## src/rtl/trace_pkg.sv

```systemverilog
// Shared definitions for the instruction-trace controller: FSM encoding,
// default parameter values and a saturating counter helper.
package trace_pkg;

  typedef enum logic [1:0] {
    ST_HOLD    = 2'd0,
    ST_RUN     = 2'd1,
    ST_HALTED  = 2'd2,
    ST_TIMEOUT = 2'd3
  } state_t;

  localparam int unsigned DEF_PC_W        = 32;
  localparam int unsigned DEF_IR_W        = 32;
  localparam int unsigned DEF_DEPTH       = 16;
  localparam int unsigned DEF_RST_CYCLES  = 4;
  localparam int unsigned DEF_HALT_REPEAT = 4;
  localparam int unsigned DEF_TIMEOUT     = 4096;
  localparam int unsigned DEF_MODE        = 1;

  function automatic logic [31:0] sat_inc(input logic [31:0] v);
    return (v == '1) ? v : v + 32'd1;
  endfunction

endpackage

```

## src/rtl/trace_fifo.sv

```systemverilog
// Trace buffer: DEPTH-entry FIFO with wrap-around pointers, registered
// read data (latency 1), sticky overflow on dropped writes.
module trace_fifo #(
  parameter int unsigned W     = 64,
  parameter int unsigned DEPTH = 16
) (
  input  logic         clk,
  input  logic         rst,
  input  logic [W-1:0] wr_data,
  input  logic         wr_en,
  input  logic         rd_en,
  output logic [W-1:0] rd_data,
  output logic         rd_valid,
  output logic         empty,
  output logic         full,
  output logic         overflow
);

  localparam int unsigned AW = $clog2(DEPTH);

  logic [W-1:0] mem [DEPTH];
  logic [AW:0]  wptr, rptr;
  logic         pop, push;

  assign empty = (wptr == rptr);
  assign full  = (wptr[AW] != rptr[AW]) && (wptr[AW-1:0] == rptr[AW-1:0]);
  assign pop   = rd_en && !empty;
  // A pop in the same cycle frees the slot the write lands in.
  assign push  = wr_en && (!full || pop);

  always_ff @(posedge clk) begin
    if (push) mem[wptr[AW-1:0]] <= wr_data;
  end

  always_ff @(posedge clk) begin
    if (rst) begin
      wptr     <= '0;
      rptr     <= '0;
      rd_data  <= '0;
      rd_valid <= 1'b0;
      overflow <= 1'b0;
    end else begin
      if (push) wptr <= wptr + (AW+1)'(1);
      if (pop) begin
        rptr    <= rptr + (AW+1)'(1);
        rd_data <= mem[rptr[AW-1:0]];
      end
      rd_valid <= pop;
      if (wr_en && !push) overflow <= 1'b1;
    end
  end

endmodule

```

## src/rtl/trace_ctrl.sv

```systemverilog
// Core run controller: holds the core in reset, then logs fetches into the
// trace buffer until a halt (repeated PC) or run-cycle timeout.
module trace_ctrl
  import trace_pkg::*;
#(
  parameter int unsigned PC_W        = DEF_PC_W,
  parameter int unsigned IR_W        = DEF_IR_W,
  parameter int unsigned DEPTH       = DEF_DEPTH,
  parameter int unsigned RST_CYCLES  = DEF_RST_CYCLES,
  parameter int unsigned HALT_REPEAT = DEF_HALT_REPEAT,
  parameter int unsigned TIMEOUT     = DEF_TIMEOUT,
  parameter int unsigned MODE        = DEF_MODE
) (
  input  logic            clk,
  input  logic            rst,
  input  logic [PC_W-1:0] pc_i,
  input  logic [IR_W-1:0] ir_i,
  input  logic            valid_i,
  input  logic            rd_en_i,
  output logic            cpu_rst_o,
  output logic [PC_W-1:0] rd_pc_o,
  output logic [IR_W-1:0] rd_ir_o,
  output logic            rd_valid_o,
  output logic            empty_o,
  output logic            full_o,
  output logic            overflow_o,
  output logic            halted_o,
  output logic            timeout_o,
  output logic [31:0]     cycle_cnt_o,
  output logic [31:0]     instr_cnt_o,
  output logic [1:0]      state_o
);

  state_t            state, state_nxt;
  logic [31:0]       hold_cnt;
  logic [31:0]       cycle_cnt, instr_cnt, same_cnt;
  logic [PC_W-1:0]   last_pc;
  logic [IR_W-1:0]   last_ir;
  logic              have_last;
  logic              halted, timeout;

  logic              run_fetch, changed, wr_en;
  logic              halt_hit, tmo_hit;
  logic [31:0]       same_nxt, cyc_nxt;
  logic [PC_W+IR_W-1:0] rd_data;

  always_comb begin
    run_fetch = (state == ST_RUN) && valid_i;
    same_nxt  = (have_last && (pc_i == last_pc)) ? sat_inc(same_cnt) : 32'd1;
    cyc_nxt   = sat_inc(cycle_cnt);
    halt_hit  = run_fetch && (same_nxt >= 32'(HALT_REPEAT));
    tmo_hit   = (state == ST_RUN) && (cyc_nxt == 32'(TIMEOUT));
    changed   = !have_last || (pc_i != last_pc) || (ir_i != last_ir);
    wr_en     = run_fetch && ((MODE == 0) || changed);
  end

  always_comb begin
    state_nxt = state;
    cpu_rst_o = 1'b0;
    case (state)
      ST_HOLD: begin
        cpu_rst_o = 1'b1;
        if (hold_cnt == 32'(RST_CYCLES - 1)) state_nxt = ST_RUN;
      end
      ST_RUN: begin
        // Halt takes priority over a coincident timeout.
        if (halt_hit)     state_nxt = ST_HALTED;
        else if (tmo_hit) state_nxt = ST_TIMEOUT;
      end
      default: state_nxt = state;
    endcase
  end

  always_ff @(posedge clk) begin
    if (rst) begin
      state     <= ST_HOLD;
      hold_cnt  <= '0;
      cycle_cnt <= '0;
      instr_cnt <= '0;
      same_cnt  <= '0;
      last_pc   <= '0;
      last_ir   <= '0;
      have_last <= 1'b0;
      halted    <= 1'b0;
      timeout   <= 1'b0;
    end else begin
      state <= state_nxt;
      if (state == ST_HOLD) hold_cnt <= hold_cnt + 32'd1;
      if (state == ST_RUN) begin
        cycle_cnt <= cyc_nxt;
        if (valid_i) begin
          instr_cnt <= sat_inc(instr_cnt);
          same_cnt  <= same_nxt;
          last_pc   <= pc_i;
          last_ir   <= ir_i;
          have_last <= 1'b1;
        end
      end
      if (halt_hit)     halted  <= 1'b1;
      else if (tmo_hit) timeout <= 1'b1;
    end
  end

  trace_fifo #(
    .W     (PC_W + IR_W),
    .DEPTH (DEPTH)
  ) u_fifo (
    .clk      (clk),
    .rst      (rst),
    .wr_data  ({pc_i, ir_i}),
    .wr_en    (wr_en),
    .rd_en    (rd_en_i),
    .rd_data  (rd_data),
    .rd_valid (rd_valid_o),
    .empty    (empty_o),
    .full     (full_o),
    .overflow (overflow_o)
  );

  assign rd_pc_o     = rd_data[PC_W+IR_W-1:IR_W];
  assign rd_ir_o     = rd_data[IR_W-1:0];
  assign halted_o    = halted;
  assign timeout_o   = timeout;
  assign cycle_cnt_o = cycle_cnt;
  assign instr_cnt_o = instr_cnt;
  assign state_o     = state;

endmodule

```

## config.mk

```make
export PLATFORM = sky130hd
export DESIGN_NAME = trace_ctrl
export DESIGN_NICKNAME = d
export VERILOG_FILES = /design/src/rtl/trace_pkg.sv /design/src/rtl/trace_fifo.sv /design/src/rtl/trace_ctrl.sv
export SDC_FILE = /design/constraint.sdc
export NUM_CORES = 2
export LEC_CHECK = 0
export CAP_MARGIN = 15
export CORE_MARGIN = 5
export CORE_UTILIZATION = 37
export DETAILED_ROUTE_END_ITERATION = 12
export GPL_ROUTABILITY_DRIVEN = 0
export PLACE_DENSITY = 0.54
export SLEW_MARGIN = 30
export SYNTH_ARGS = -nofsm -noshare
export SYNTH_HDL_FRONTEND = slang
export SYNTH_SLANG_ARGS = --single-unit
```

## constraint.sdc

```tcl
create_clock -name clk -period 8.1 [get_ports clk]
set_clock_uncertainty 0.1 [all_clocks]
set_input_delay 1.62 -clock clk [delete_from_list [all_inputs] [get_ports clk]]
set_output_delay 1.62 -clock clk [all_outputs]
set_load 0.05 [all_outputs]
```

; After elaboration in Yosys (flattened, before gate mapping)
; Memory sizes are Yosys's and may differ from the RTL's. A register that Yosys moved wholly into a read port is not among the register bits.
; Index checks and enable logic that the tools add are counted.
[classes]
addsub = 6
n_lt_le_gt_ge = 1
n_eq_ne = 14
muxes = 10
bitwise = 2
n_reduce_logical = 22
[op_table]
columns = cell, count
row1 = $add 32x1->32 const B, 4
row2 = $eq 32x32->1 const B, 3
row3 = $mux 32, 3
row4 = $ne 32x32->1, 2
row5 = $eq 32x13->1 const B, 1
row6 = $eq 32x2->1 const B, 1
row7 = $eq 32x32->1, 1
row8 = $ge 32x3->1 const B, 1
row9 = $add 5x1->5 const B, 2
row10 = $logic_and 1x1->1, 9
row11 = $mux 2, 3
row12 = $reduce_and 3->1, 2
row13 = $eq 5x5->1, 1
row14 = $eq 4x4->1, 1
row15 = $logic_not 1->1, 4
row16 = $pmux 2 s2, 1
row17 = $reduce_and 2->1, 2
row18 = $logic_or 1x1->1, 3
row19 = $mux 1, 3
row20 = $ne 3x3->1 const B, 1
row21 = $eq 2x1->1 const B, 1
row22 = $logic_not 2->1, 1
row23 = $ne 2x2->1 const B, 1
row24 = $not 1->1, 2
row25 = 2 further kinds, 2
[totals]
regBits = 209
ramBits = 1024
inputBits = 68
output_inout_bits = 137
wordCells = 70
mem_count = 1
[memory_table]
columns = name, words, width, read_ports, rd_clocked_by_memory_dff, wr, line_no
row1 = u_fifo.mem, 16, 64, 1, 1, 1, trace_fifo.sv:21  ; logic [W-1:0] mem [DEPTH];

; Logic depth before layout (Yosys ltp)
[depth]
ltp_word = 7
mapped_depth = 12
ltp_nobuf = 9

; Hierarchy
; A second synthesis with hierarchy kept.
[unflattened]
hier_cells = 3413
area_unflattened_um2 = 52404.0
[modules_own_cells]
columns = module, n_inst, cells_per_inst, area_per_inst_um2
row1 = trace_fifo, 1, 2080, 41823.9
row2 = trace_ctrl, 1, 1333, 10580.1

; Worst setup path before layout
; Ideal clock, no wire load.
[synth_path]
path_kind = input port to flip-flop
from = input pc_i[16]
to = memory u_fifo.mem[3][0] (enable)
setup_time_ps = 565
arrival_ps = 7342
slack_ps = 93
cell_stages = 7
path_buffers = 0
cell_sequence = xor2_1 nor4_1 nand4_1 nor4_4 a211oi_1 nand2_1 nor3_1
[synth_via]
elab_chain_cells = 7
[synth_lines]
columns = element, line_no
row1 = from (decl), trace_ctrl.sv:16  ; input logic [PC_W-1:0] pc_i,
row2 = $ne 32x32->1, trace_ctrl.sv:53  ; changed = !have_last || (pc_i != last_pc) || (ir_i != last_ir);
row3 = $logic_or 1x1->1 (2 in series), trace_ctrl.sv:53
row4 = $logic_and 1x1->1, trace_ctrl.sv:54  ; wr_en = run_fetch && ((MODE == 0) || changed);
row5 = $logic_and 1x1->1, trace_fifo.sv:29  ; assign push = wr_en && (!full || pop);
row6 = $mux 1, trace_fifo.sv:32  ; if (push) mem[wptr[AW-1:0]] <= wr_data;
row7 = $mux 1 (implied by the code), trace_fifo.sv:32
row8 = to (decl), trace_fifo.sv:21
; No other way between the ends.

; Worst setup path in the final report
[layout_path]
from = register u_fifo.rptr[1]
to = output full_o
[layout_via]
elab_chain_cells = 2
[layout_lines]
columns = element, line_no
row1 = from (decl), trace_fifo.sv:22  ; logic [AW:0] wptr, rptr;
row2 = from (signal assigned), trace_fifo.sv:45  ; rptr <= rptr + (AW+1)'(1);
row3 = $eq 4x4->1, trace_fifo.sv:26  ; assign full = (wptr[AW] != rptr[AW]) && (wptr[AW-1:0] == rptr[AW-1:0]);
row4 = $logic_and 1x1->1, trace_fifo.sv:26
row5 = to (decl), trace_ctrl.sv:25  ; output logic full_o,
; No other way between the ends.

==> flow_summary.json <==
{
  "critPathRequiredTime_ns": 6.38,
  "cts_made_buffers": 142,
  "dieArea_um2": 147200,
  "num_io_pins": 205,
  "worstMarginPinSlew_ns": 0.9954,
  "grtUsageTotal_pct": 17.61,
  "ys.flop_type": "edfxtp_1",
  "layout_min_cycle_time_ns": 5.444,
  "critical_path_arrival_ns": 3.72,
  "drt_wl_total_um": 130100,
  "syn_nets": 3211,
  "fin_setup_tns_ns": 0,
  "cts_tree": "done",
  "synth-seq-cells": 1297,
  "fin_nets": 3449,
  "cp-end-kind": "primary output",
  "cpPeakStageDelay_ns": 0.93,
  "port_buffers": 204,
  "stdcell_count": 5371,
  "setup_viol": 0,
  "hold_buffers": 0,
  "hold_class": "reg2reg",
  "powerDensity_nw_per_um2": 233.8,
  "antenna_left": 0,
  "hpwl_um": 74610,
  "clock_latency_ns": 0.76,
  "syn-instance-count": 3134,
  "pre_cts_slack_ns": 2.192,
  "crit_type": "reg2out",
  "cts_setup_buffers": 0,
  "ys_types": 81,
  "power.leakage_nw": 18.67,
  "grt_first_pass_wirelength_um": 193600,
  "fmax_mhz": 183.7,
  "period_share_pct": 67.21,
  "drive_above_1_share_pct": 18.70,
  "via_per_inst": 5.276,
  "seq_area_frac_synth_pct": 70.08,
  "num_vias": 28337,
  "start_kind": "register",
  "area_delta_synth_final_pct": 17.64,
  "final_common_cell": "edfxtp_1",
  "dp.cells": 5103,
  "grt_pass1_vias": 28573,
  "antenna_found_initial": 10,
  "async_flop_share_pct": 0,
  "finalWorstSetupSlack_ns": 2.656,
  "fp.coreArea_um2": 139200,
  "htree_levels": 4,
  "row_count": 137,
  "grt_setup_unrepaired": "no",
  "cts.sinks": 1297,
  "die_w_um": 383.7,
  "synth_warnings": 0,
  "ctsRootBufferMaster": "clkbuf_16",
  "power.total_mw": 14.22,
  "ctsResizeCount": 0,
  "start_util_pct": 37.13,
  "crit_fanout": 57,
  "synth.avg_cell_area_um2": 16.49,
  "grt_overflow": 0,
  "final_cell_mix": "edfxtp_1, nand2_1, mux4_2, dfxtp_1, clkdlybuf4s50_1",
  "slowest_stage": "dfxtp_4",
  "slew_headroom_pct": 33.64,
  "synth_edf_count": 1024,
  "clk_pin_slew_worst_paths_ns": 0.06,
  "route.detailed.drc": 0,
  "drt_iter0_drc": 2175,
  "cts.path.max_buffers": 3,
  "finalMaxSlewViolations": 0,
  "synth_area_um2": 51680,
  "routedWlPerCell_um": 24.22,
  "status": "finished clean",
  "grt_start_max_net_pins": 136,
  "worstPathCellList": "xor2_1, nor4_1, nor2b_1, clkdlybuf4s50_1",
  "maxCapViolations": 0,
  "hold_violations": 0,
  "die_h_um": 383.7,
  "vdd_ir_drop_max_mv": 0.1611,
  "drt_pass1_iterations": 5
}
## path summary, 6_finish.rpt
| kind | depth (start not counted) | slack, ns | to | startpoint |
|---|---|---|---|---|
| min | 2 | 0.35 | u_fifo.rd_data[34] | u_fifo.rd_data[34] |
| max | 4 | 2.66 | full_o | u_fifo.rptr[1] |
| max reg2reg | 8 | 3.84 | u_fifo.mem[12][21] | u_fifo.rptr[1] |
| min reg2reg | 2 | 0.35 | u_fifo.rd_data[34] | u_fifo.rd_data[34] |
## kinds of logic (layout without fill, tap and decap cells)
kind of cell	after synthesis	after routing	synth area share (%)
adders and majority gates	9	9	0.2179
xor gates and xnor gates	191	191	3.237
DFF	1297	1297	70.08
buffers and inverters	199	557	1.612
and+or+nand+nor	833	833	7.675
AOI/OAI and AO/OA	279	279	3.118
other	0	3	0
muxes	326	326	14.06
## per-stage QoR
stage	area, µm²	hold WS (ns)	utilization [%]
2_1_floorplan	51680	0.3402	-
3_3_place_gp	56080	0.3423	40.29
3_5_place_dp	56160	0.3461	40.34
5_1_grt	60800	0.3666	43.68
4_1_cts	60760	0.3537	43.65
6_report	60800	0.3513	43.68
## cell type report
| cell class | instances | area (µm²) |
|---|---|---|
| Timing Repair Buffer | 277 | 2779 |
| Clock inverter | 62 | 569.3 |
| Multi-Input combinational cell | 1638 | 14770 |
| Inverter | 16 | 60.06 |
| Tap cell | 1876 | 2347 |
| Clock buffer | 202 | 4035 |
| Antenna cell | 3 | 7.507 |
| Sequential cell | 1297 | 36230 |
| Fill cell | 12290 | 78390 |
## state kept, by name (all words and copies together), names as in the netlist
register	flops
instr_cnt_o	32
u_fifo.wptr	5
cycle_cnt_o	32
u_fifo.rd_data	64
last_ir	32
state_o	2
u_fifo.mem	1024
have_last	1
u_fifo.rptr	5
u_fifo.overflow	1
halted_o	1
hold_cnt	32
last_pc	32
same_cnt	32
u_fifo.rd_valid	1
timeout_o	1
## Yosys cell counts (3+ instances only)
library cell,number,area share (%)
edfxtp_1,1024,60
nand2_1,353,2.6
mux4_2,320,14
dfxtp_1,273,11
nor2_1,188,1.4
a21oi_1,186,1.8
xor2_1,130,2.2
clkbuf_1,123,0.89
xnor2_1,61,1.0
nand3_1,58,0.56
nand4_1,50,0.61
nor4_1,33,0.40
o21ai_0,32,0.31
buf_1,28,0.20
or3_1,24,0.29
and4_1,23,0.39
buf_2,23,0.22
and3_1,22,0.27
nor3_1,20,0.19
inv_1,15,0.11
a31oi_1,11,0.13
and2_1,10,0.12
ha_1,9,0.22
buf_6,7,0.15
nand2b_1,7,0.085
or4_1,6,0.087
mux2i_1,5,0.097
nor2b_1,5,0.061
nand4b_1,4,0.068
o21ai_1,4,0.039
o31ai_1,4,0.058
a22oi_1,3,0.044
and4_4,3,0.065
nor4_2,3,0.073
o211ai_1,3,0.044
or2_2,3,0.036
## report_power, final
part	leakage [nW]	switching [mW]	internal (mW)
clock	2.25	2.64	3.69
combinational	5.02	0.391	0.246
sequential	11.4	0.0306	7.22
total	18.7	3.06	11.2
## worst max-delay path, delay by kind of cell (launching register included)
kind / cells / cell delay, ns
xor+xnor: 1 / 0.13
flops: 1 / 0.93
simple gates: 2 / 0.97
buf+inv: 1 / 0.93
## layer usage
| layer | wire [µm] | part of all wire (%) | track usage, % | up-vias |
|---|---|---|---|---|
| met4 | 2225 | 1.7 | 4.018 | 8 |
| li1 | - | - | - | 12653 |
| met1 | 59650 | 46 | 25.29 | 14860 |
| met5 | 46 | 0.035 | 0 | - |
| met3 | 6053 | 4.7 | 3.376 | 160 |
| met2 | 62130 | 48 | 27.99 | 656 |
No activity file was read; power rests on OpenSTA's default activity.
